### src/rtl/bin2bcd_seq.sv
// rtl/bin2bcd_seq.sv - sequential double-dabble binary-to-BCD converter (option: BIN2BCD_BLANK_EN)
module bin2bcd_seq #(
   parameter int WIDTH = 7
) (
   input  logic             clk,
   input  logic             key0,
   input  logic             in_valid,
   output logic             in_ready,
   input  logic [WIDTH-1:0] in_bin,
   output logic             out_valid,
   output logic [3:0]       bcd_hund,
   output logic [3:0]       bcd_tens,
   output logic [3:0]       bcd_ones
);

   localparam int SRW = WIDTH + 12;
   localparam int CW  = $clog2(WIDTH + 1);
   localparam logic [CW-1:0] LAST = CW'(WIDTH - 1);

`ifdef BIN2BCD_BLANK_EN
   localparam logic [3:0] RST_LEAD = 4'hF;
`else
   localparam logic [3:0] RST_LEAD = 4'h0;
`endif

   typedef enum logic {IDLE, SHIFT} state_t;

   state_t          state, state_nxt;
   logic [CW-1:0]   iter;
   logic [SRW-1:0]  sr, sr_adj, sr_nxt;
   logic            last_iter;
   logic [3:0]      raw_h, raw_t, raw_o;
   logic [3:0]      dig_h, dig_t, dig_o;

   function automatic logic [3:0] add3(input logic [3:0] d);
      return (d >= 4'd5) ? d + 4'd3 : d;
   endfunction

   // one double-dabble iteration: correct each BCD nibble, then shift the whole register
   always_comb begin
      sr_adj = sr;
      sr_adj[SRW-1 -: 4] = add3(sr[SRW-1 -: 4]);
      sr_adj[SRW-5 -: 4] = add3(sr[SRW-5 -: 4]);
      sr_adj[SRW-9 -: 4] = add3(sr[SRW-9 -: 4]);
      sr_nxt = sr_adj << 1;
   end

   // digits produced by the final iteration, with optional leading-zero blanking
   always_comb begin
      raw_h = sr_nxt[SRW-1 -: 4];
      raw_t = sr_nxt[SRW-5 -: 4];
      raw_o = sr_nxt[SRW-9 -: 4];
      dig_o = raw_o;
`ifdef BIN2BCD_BLANK_EN
      dig_h = (raw_h == 4'd0) ? 4'hF : raw_h;
      dig_t = (raw_h == 4'd0 && raw_t == 4'd0) ? 4'hF : raw_t;
`else
      dig_h = raw_h;
      dig_t = raw_t;
`endif
   end

   assign last_iter = (iter == LAST);

   // state register
   always_ff @(posedge clk or negedge key0) begin
      if (!key0) state <= IDLE;
      else       state <= state_nxt;
   end

   // next-state logic and handshake output
   always_comb begin
      state_nxt = state;
      in_ready  = 1'b0;
      case (state)
         IDLE: begin
            in_ready = 1'b1;
            if (in_valid) state_nxt = SHIFT;
         end
         SHIFT: begin
            if (last_iter) state_nxt = IDLE;
         end
         default: state_nxt = IDLE;
      endcase
   end

   // datapath: load on accept, iterate while shifting, publish digits on the last iteration
   always_ff @(posedge clk or negedge key0) begin
      if (!key0) begin
         sr        <= '0;
         iter      <= '0;
         out_valid <= 1'b0;
         bcd_hund  <= RST_LEAD;
         bcd_tens  <= RST_LEAD;
         bcd_ones  <= 4'd0;
      end else begin
         out_valid <= 1'b0;
         case (state)
            IDLE: begin
               if (in_valid) begin
                  sr   <= {12'b0, in_bin};
                  iter <= '0;
               end
            end
            SHIFT: begin
               sr   <= sr_nxt;
               iter <= iter + CW'(1);
               if (last_iter) begin
                  out_valid <= 1'b1;
                  bcd_hund  <= dig_h;
                  bcd_tens  <= dig_t;
                  bcd_ones  <= dig_o;
               end
            end
            default: ;
         endcase
      end
   end

endmodule

### config.mk
export PLATFORM = sky130hd
export DESIGN_NAME = bin2bcd_seq
export DESIGN_NICKNAME = d
export VERILOG_FILES = /design/src/rtl/bin2bcd_seq.sv
export SDC_FILE = /design/constraint.sdc
export NUM_CORES = 1
export LEC_CHECK = 0
export BUFFER_PORTS_ARGS = -buffer_cell sky130_fd_sc_hd__buf_2
export CORE_MARGIN = 1.5
export CORE_UTILIZATION = 55
export CTS_BUF_LIST = sky130_fd_sc_hd__clkbuf_4 sky130_fd_sc_hd__clkbuf_8 sky130_fd_sc_hd__clkbuf_16
export CTS_CLUSTER_DIAMETER = 30
export DETAILED_ROUTE_END_ITERATION = 8
export PLACE_DENSITY_LB_ADDON = 0.05
export SYNTH_ARGS = -nofsm -noshare
export SYNTH_HDL_FRONTEND = slang
export SYNTH_SLANG_ARGS = --single-unit
### constraint.sdc
create_clock -name clk -period 2.35 [get_ports clk]
set_clock_uncertainty 0.2 [all_clocks]
set_input_delay 0 -clock clk [delete_from_list [all_inputs] [get_ports clk]]
set_output_delay 0 -clock clk [all_outputs]
set_load 0.005 [all_outputs]
### Word level (Yosys, flattened, before mapping)

Index checks and enable logic that the tools add are counted.
Widths: inputs -> output; s select.

| word-level totals | value |
|---|---|
| bits in registers | 36 |
| output and inout bits | 14 |
| word-level logic and storage cells | 31 |

| operators by class | value |
|---|---|
| add/subtract/negate cells | 4 |
| magnitude comparators | 3 |
| eq/ne operators | 2 |
| mux-type cells | 13 |
| bitwise logic cells | 1 |
| reductions and logical operators | 1 |

Operators by type and width:

| cell | count |
|---|---|
| $pmux 19 s2 | 1 |
| $mux 19 | 1 |
| $ge 4x3->1 const B | 3 |
| $add 4x2->4 const B | 2 |
| $mux 4 | 2 |
| $mux 3 | 2 |
| $pmux 3 s2 | 1 |
| $mux 1 | 5 |
| $add 3x1->3 const B | 1 |
| $add 3x2->3 const B | 1 |
| $eq 3x3->1 const B | 1 |
| $ne 2x2->1 const B | 1 |
| $pmux 1 s2 | 1 |
| $reduce_and 2->1 | 1 |
| $not 1->1 | 1 |

### Logic depth before layout (Yosys ltp)

Gate-level depths: netlist of the first run.

| logic depth | value |
|---|---|
| word-level depth | 3 |
| gate-level depth with buffers | 6 |

### Worst setup path before layout of the first run

No wires, ideal clock.

| timing path | value |
|---|---|
| path type | reg2reg |
| start | reg sr[7] |
| end | reg sr[9] |
| data arrival time | 1.359 ns |
| data required time | 2.070 ns |
| slack | 0.711 ns |
| cell stages (with the launch flop) | 7 |
| buffers on the path | 0 |
| path through | dfrtp_1 > inv_1 > ha_1 > nand2b_1 > a21oi_2 > mux2_4 > o22ai_2 |

| between the ends | value |
|---|---|
| cells in the longest elaborated chain, start to end | 3 |
| elaborated cells between the ends (all ways) | 4 |
| those cells by class | add/sub (1); order compare (1); mux (2) |

Ends and longest elaborated chain:

| element | RTL line | source |
|---|---|---|
| from (decl) | 30 | `logic [SRW-1:0] sr, sr_adj, sr_nxt;` |
| from (signal assigned) | 101 | `sr <= {12'b0, in_bin};` |
| from (signal assigned) | 106 | `sr <= sr_nxt;` |
| $add 4x2->4 / $ge 4x3->1 (equally long branches) | 36 | `return (d >= 4'd5) ? d + 4'd3 : d;` |
| $mux 4 (*) | 36 |  |
| $pmux 19 s2 (*) | 98 | `case (state)` |

Mark *: on every way between the ends. The rest lies on a longest branch, timed or not.
A chain may end at the register's enable or synchronous reset.

### Worst setup path in the final report of the first run

| timing path | value |
|---|---|
| start | reg state |
| end | out in_ready |

| between the ends | value |
|---|---|
| cells in the longest elaborated chain, start to end | 1 |

Ends and longest elaborated chain:

| element | RTL line | source |
|---|---|---|
| from (decl) | 28 | `state_t state, state_nxt;` |
| from (signal assigned) | 68 | `else state <= state_nxt;` |
| $mux 1 | 75 | `case (state)` |
| to (decl) | 8 | `output logic in_ready,` |

No other way between the ends.

==> results of run 1 <==
-- layout make-up --
type / instances / area, um2
clock buffers: 6 / 45.0
clock inverters: 1 / 5.00
fillers: 257 / 1020
inverters: 9 / 33.8
multi-input cells: 109 / 738
flip-flops and latches: 36 / 901
well taps: 33 / 41.3
repair buffers: 34 / 220
-- worst reg2reg max path, stage by stage, from the launching register on --
cell	delay (ps)
dfrtp_1	410
inv_1	110
ha_1	210
nand2b_1	110
a21oi_2	220
mux2_4	340
o22ai_2	130
-- layout by cell type, fill, tap and decap left out, types with 6 or more instances in the layout --
cell type / count
dlygate4sd3_1: 9
nand2_1: 31
o21ai_0: 11
buf_2: 23
inv_1: 8
o22ai_1: 6
o21ai_1: 9
mux2i_1: 7
dfrtp_1: 36
ha_1: 8
clkbuf_4: 6
-- worst paths after layout --
path	start	to	slack, ps	depth (start not counted)
setup / recovery	state$_DFF_PN0_	in_ready	540	3
hold / removal	key0	bcd_hund[1]$_DFFE_PN0P_	80	2
setup reg to reg	sr[7]$_DFFE_PN0P_	sr[9]$_DFFE_PN0P_	550	6
hold reg to reg	bcd_tens[3]$_DFFE_PN0P_	bcd_tens[3]$_DFFE_PN0P_	280	2
max in group asynchronous	key0	sr[9]$_DFFE_PN0P_	1370	2
min in group clk	in_bin[0]	sr[0]$_DFFE_PN0P_	260	4
-- cell families (layout without fill, tap and decap cells) --
logic type	count (synthesis)	in the layout	share of synthesized area, %
and+or+nand+nor	44	44	11.6
AOI/OAI and AO/OA	42	42	16.1
DFF	36	36	52.4
buffers and inverters	17	50	4.73
muxes	11	11	7.35
adders and majority gates	8	8	5.82
xor gates and xnor gates	4	4	2.04
-- through the flow --
| step | total power [uW] | hold slack (ps) | instance area, um2 | util, % | cells |
|---|---|---|---|---|---|
| after floorplan | 2030 | -496 | 1720 | - | 162 |
| after global placement | 2270 | -80.5 | 1840 | 61.4 | 212 |
| after detailed placement | 2340 | -75.8 | 1840 | 61.4 | 212 |
| after CTS | 2670 | 90.6 | 1980 | 66.1 | 228 |
| after global routing | 2890 | 158 | 1980 | 66.1 | 228 |
| final | 2640 | 76.4 | 1980 | 66.1 | 228 |
-- sequential cells by signal, indices dropped and copies added, names as in the netlist --
| signal | flops |
|---|---|
| sr | 19 |
| bcd_tens | 4 |
| iter | 3 |
| bcd_ones | 4 |
| out_valid | 1 |
| bcd_hund | 4 |
| state | 1 |
-- timing repair --
| action | in CTS | in global routing |
|---|---|---|
| hold buffers | 9 | 0 |
| endpoints found under the hold margin | 54 | 0 |
| gates resized for setup | 0 | 0 |
-- power groups by stage --
| stage | Combinational, uW | Sequential [uW] | Clock (uW) |
|---|---|---|---|
| final | 1240 | 1090 | 314 |
| after global routing | 1410 | 1130 | 346 |
| after CTS | 1250 | 1090 | 327 |
| after detailed placement | 1240 | 1100 | 0 |
| after global placement | 1180 | 1090 | 0 |
| after floorplan | 974 | 1060 | 0 |
-- per-layer routing --
layer / part of all wire [%] / wire length, um / up-vias
met1: 44 / 1360 / 606
met4: 1.6 / 50 / 0
met5: 0 / 0 / -
met2: 51 / 1590 / 25
li1: - / - / 617
met3: 2.9 / 91 / 7
==> key figures, run 1 <==
Power and ir drop
  • Logic pwr share: 46.7%
  • Clock power frac: between 10% and 20%
  • Pleak: 0.000953 uW
  • Switching Power: around 1000 uW
  • Sequential Power Share: 41.4%
  • Sw frac: approximately two fifths
  • Cell Pwr Density: approximately 1300 nW/um2
  • Max IR drop VDD: 0.000739 V
  • Pint: roughly 1600 uW

Routing
  • Residual DRC count: 0
  • Total length of routed wires: 3090 um
  • Post-route ant nets: 0
  • Drt pass-1 iters: 4
  • Via density per instance: about 5.5
  • DR WL/cell: 13.6 um
  • DR vias: approximately 1300
  • First DRT Iteration DRCs: 31

Clocking
  • CTS Buf Count: 5
  • H-tree levels: 2
  • Root buf cell: clkbuf_4
  • Worst-Skew Late Latency: 340 ps
  • CTS Sinks: 36
  • CTS tree: done
  • Reg clk slew, reported paths: between 100 and 150 ps
  • Post-CTS Setup Bufs: 0
  • Clk buf depth: 2

Place
  • Gpl congestion: approximately 0.79
  • # port buffers: 23
  • DP Worst Slack: about 580 ps
  • Dpl hpwl: about 2100 um

Global routing
  • Met3 global-route usage: about 4.6%
  • Total grt overflow: 0
  • Antenna violations before repair: 0
  • Largest net degree at the start of global routing: 37
  • Met2 Use GR: between 30% and 40%
  • Overall global routing resource usage: between 20% and 30%
  • First-pass GRT wire length: between 5000 and 6000 um
  • Number of global-route vias before repair: around 1300
  • Met1 track demand over resource: between 20% and 30%
  • Grt peak-use layer: met2

Setup path
  • Critical path, cell by cell: buf_4 > inv_2 > buf_2
  • CP peak stage delay: just over 500 ps
  • CP Buf/Inv Count: 3
  • Critical Path AT: 1610 ps
  • Worst endpoint required time: between 2000 and 2500 ps
  • Crit-path leading delay family: buffers and inverters
  • Critical path startpoint category: flip-flop
  • Peak fanout along the critical path: 26
  • Setup crit end kind: primary output
  • Slowest CP cell: dfrtp_1
  • Critical path type: reg -> out

Floorplan
  • Die height: 58.9 um
  • Die X-Extent: around 59 um
  • DIE AREA: 3470 um2
  • CORE AREA: ~3000 um2
  • Placement Rows: 20
  • IO Count: 24
  • Initial Util: between 50% and 60%

STA
  • Max-slew headroom: 47.0%
  • RSZ-0062 raised after global routing: no
  • Setup TNS: 0 ps
  • Crit path time final: ~1800 ps
  • Fin crit share: 77.2%
  • Number of failing hold endpoints at the final stage: 0
  • Final Max Slew Viols: 0
  • Tightest Pin Transition: slightly below 800 ps
  • Setup violators final: 0
  • Fmax: ~550 MHz
  • Worst setup margin: between 500 and 600 ps

Run
  • Max Cap Viol: 0

Synthesis
  • Top FF cell, synth: dfrtp_1
  • Synth top area share: around 52%
  • Synth warn: 0
  • Netlist cell types: 24
  • Avg Inst Size Synth: roughly 11 um2
  • Mapped Cells: between 150 and 200
  • Syn Nets: 180
  • Register area share after synthesis: a little over half
  • Synth top area cells: dfrtp_1 (52%), nand2_1 (6.8%), ha_1 (5.8%), mux2i_1 (4.1%), o22ai_2 (3.6%)
  • Synthesized cell area: ~1700 um2
  • Post-synth EDFFs: 0
  • FF+latch count, synth: 36
  • Post-synth top area cell: dfrtp_1
  • Synth async-reset ratio: between 90% and 100%
  • Most frequent cell after synthesis: dfrtp_1
  • Synth top cells by count: dfrtp_1 (36), nand2_1 (31), o21ai_0 (11), o21ai_1 (9)

Worst hold path
  • HP Class: in -> async

Cells and area
  • Layout Nets: 213
  • Share of cells above drive strength 1: around a quarter
  • ANT cells: 0
  • Layout area overhead: 15.3%

Status
  • Status: completed
Note: power is estimated with default switching activity, not from simulation.
==> inputs of run 2 (changes only) <==
- CORE_UTILIZATION: 55 -> 50
- clock period: 2.35 -> 1.6 ns (I/O delays scaled with it)
==> run 2 against run 1 <==
The run now ends with setup timing left. Sequential cell count unchanged. Power up 91%. Sequential power up 50%. Worst setup slack worse by 610 ps. Die area up 9.5%. Count of clock-buffer cells in the layout down 1. Critical path depth up 3. Final area up 18%. Largest cell class is now multi-input combinational cells.
==> key figures, run 2 (synthesis results as in run 1) <==
Setup path
  • Setup crit end kind: flip-flop
  • Worst endpoint required time: between 1500 and 2000 ps
  • Peak fanout along the critical path: 3
  • Critical path startpoint category: flip-flop
  • R2r worst-path depth: 6
  • Slowest CP cell: dfrtp_1
  • Critical path type: reg -> reg
  • CP Depth: 6
  • CP Buf/Inv Count: 1
  • Reg2reg start: sr[8]$_DFFE_PN0P_
  • Critical Path AT: 1730 ps
  • Worst setup endpoint: sr[9]$_DFFE_PN0P_
  • Crit-path leading delay family: flip-flops
  • CP peak stage delay: between 300 and 400 ps
  • Reg2reg end: sr[9]$_DFFE_PN0P_
  • Worst Setup SP: sr[8]$_DFFE_PN0P_
  • Reg2reg setup slack: -80 ps
  • Critical path, cell by cell: inv_2 > ha_2 > nand2b_4 > a21oi_4 > mux2_4 > o22ai_2

Floorplan
  • Die X-Extent: ~60 um
  • Placement Rows: 21
  • CORE AREA: roughly 3300 um2
  • Initial Util: 52.0%
  • DIE AREA: around 3800 um2
  • Die height: about 62 um
  • IO Count: 24

Global routing
  • Largest net degree at the start of global routing: 37
  • Number of global-route vias before repair: approximately 1300
  • Total grt overflow: 0
  • First-pass GRT wire length: about 5800 um
  • Overall global routing resource usage: around a fifth
  • Antenna violations before repair: 0

Cells and area
  • Utilization after layout: 70.9%
  • Most frequent cells in the layout: dfrtp_1 (36), nand2_1 (31), buf_2 (23)
  • Commonest non-fill, non-tap cell in the layout: dfrtp_1
  • Layout area overhead: 36.4%
  • Number of flip-flops under the largest register name: 19
  • ANT cells: 0
  • Share of cells above drive strength 1: between 40% and 50%
  • Layout Nets: around 230
  • Biggest register: sr

Power and ir drop
  • Cell Pwr Density: 2150 nW/um2
  • Clock power frac: between 10% and 20%
  • Logic pwr share: a little over half
  • Pwr Total: a little over 5000 uW
  • Max IR drop VDD: between 0.001 and 0.0015 V
  • Switching Power: 1920 uW
  • Sequential Power Share: between 30% and 40%
  • Pint: roughly 3100 uW
  • Sw frac: 38.1%
  • Pleak: roughly 0.0011 uW

Routing
  • Post-route ant nets: 0
  • Met1 wire length: around 1600 um
  • DR WL met3: about 110 um
  • Routed wl met2: between 1500 and 2000 um
  • Total length of routed wires: 3580 um
  • DR WL/cell: around 14 um
  • Drt pass-1 iters: 4
  • First DRT Iteration DRCs: 28
  • DR vias: about 1400
  • Residual DRC count: 0
  • Via density per instance: 5.19
  • Top sig layer: met4

STA
  • Crit path time final: roughly 1700 ps
  • Number of failing hold endpoints at the final stage: 0
  • Setup violators final: 8
  • Final Max Slew Viols: 0
  • Worst setup margin: -79.5 ps
  • RSZ-0062 raised after global routing: yes
  • Fmax: between 500 and 600 MHz
  • Max-slew headroom: between 60% and 70%
  • Tightest Pin Transition: 549 ps
  • Fin crit share: 105%

Clocking
  • CTS tree: done
  • CTS Buf Count: 5
  • H-tree levels: 2
  • Reg clk slew, reported paths: ~130 ps
  • Root buf cell: clkbuf_4
  • CTS Sinks: 36
  • Worst-Skew Late Latency: 350 ps
  • Clk buf depth: 2

Place
  • Gpl congestion: 0.786
  • DP Worst Slack: -111 ps
  • Dpl hpwl: approximately 2200 um
  • # port buffers: 23

Status
  • Failing checks: setup timing
  • Status: finished with violations

Run
  • Max Cap Viol: 0

Worst hold path
  • HP Class: in -> async
-- run 2: worst register-to-register path, delay by kind of cell (launching register included) --
| family | cells | cell delay (ps) |
|---|---|---|
| buffers and inverters | 1 | 70 |
| AND/OR/NAND/NOR | 1 | 150 |
| AO/OA/AOI/OAI | 2 | 290 |
| flip-flops | 1 | 380 |
| adder cells (fa/ha/maj) | 1 | 170 |
| multiplexers | 1 | 330 |
-- run 2: power groups by stage --
stage | logic, uW | clock network (uW) | registers (uW)
floorplan | 1510 | 0 | 1570
global placement | 2070 | 0 | 1600
detailed placement | 2160 | 0 | 1620
CTS | 2540 | 661 | 1620
global route | 3050 | 717 | 1700
finish | 2760 | 645 | 1640
-- run 2: worst min path at each step --
stage	startpoint	slack [ps]	depth (start not counted)	endpoint
2_1_floorplan	key0	-500	0	bcd_hund[0]$_DFFE_PN0P_
3_3_place_gp	key0	-140	2	bcd_tens[2]$_DFFE_PN0P_
3_5_place_dp	key0	-140	2	sr[13]$_DFFE_PN0P_
4_1_cts	key0	10	3	bcd_tens[3]$_DFFE_PN0P_
5_1_grt	key0	70	3	bcd_hund[0]$_DFFE_PN0P_
6_report	key0	30	3	iter[2]$_DFFE_PN0P_
-- run 2: stage by stage --
step	TNS, ps	cells	cell area (um2)	hold slack (ps)
floorplan	-7.73	162	1750	-496
detailed placement	-421	238	1990	-135
global route	-742	261	2350	66.7
global placement	-19.3	238	1990	-137
finish	-257	261	2350	25.8
CTS	-194	259	2280	12.2
-- run 2: per-layer routing --
| layer | GRT usage (%) | up-vias |
|---|---|---|
| met5 | 0 | - |
| met4 | 5.47 | 0 |
| met3 | 6.51 | 6 |
| met2 | 34.1 | 26 |
| met1 | 27.3 | 667 |
| li1 | - | 655 |
-- run 2: what timing repair did --
| item | in CTS | in global routing |
|---|---|---|
| hold buffers | 9 | 0 |
| endpoints found under the hold margin | 54 | 0 |
| buffers inserted | 4 | 2 |
| gates resized for setup | 17 | 10 |
| endpoints found under the setup margin | 10 | 14 |
| pin swaps | 4 | 4 |
-- run 2: area by class of cell --
class / instances / area, um2
inverter: 9 / 36.3
sequential: 36 / 901
fill: 273 / 963
clock inverter: 3 / 42.5
clock buffer: 5 / 37.5
tap: 46 / 57.6
timing repair buffer: 53 / 370
multi-input combinational: 109 / 902
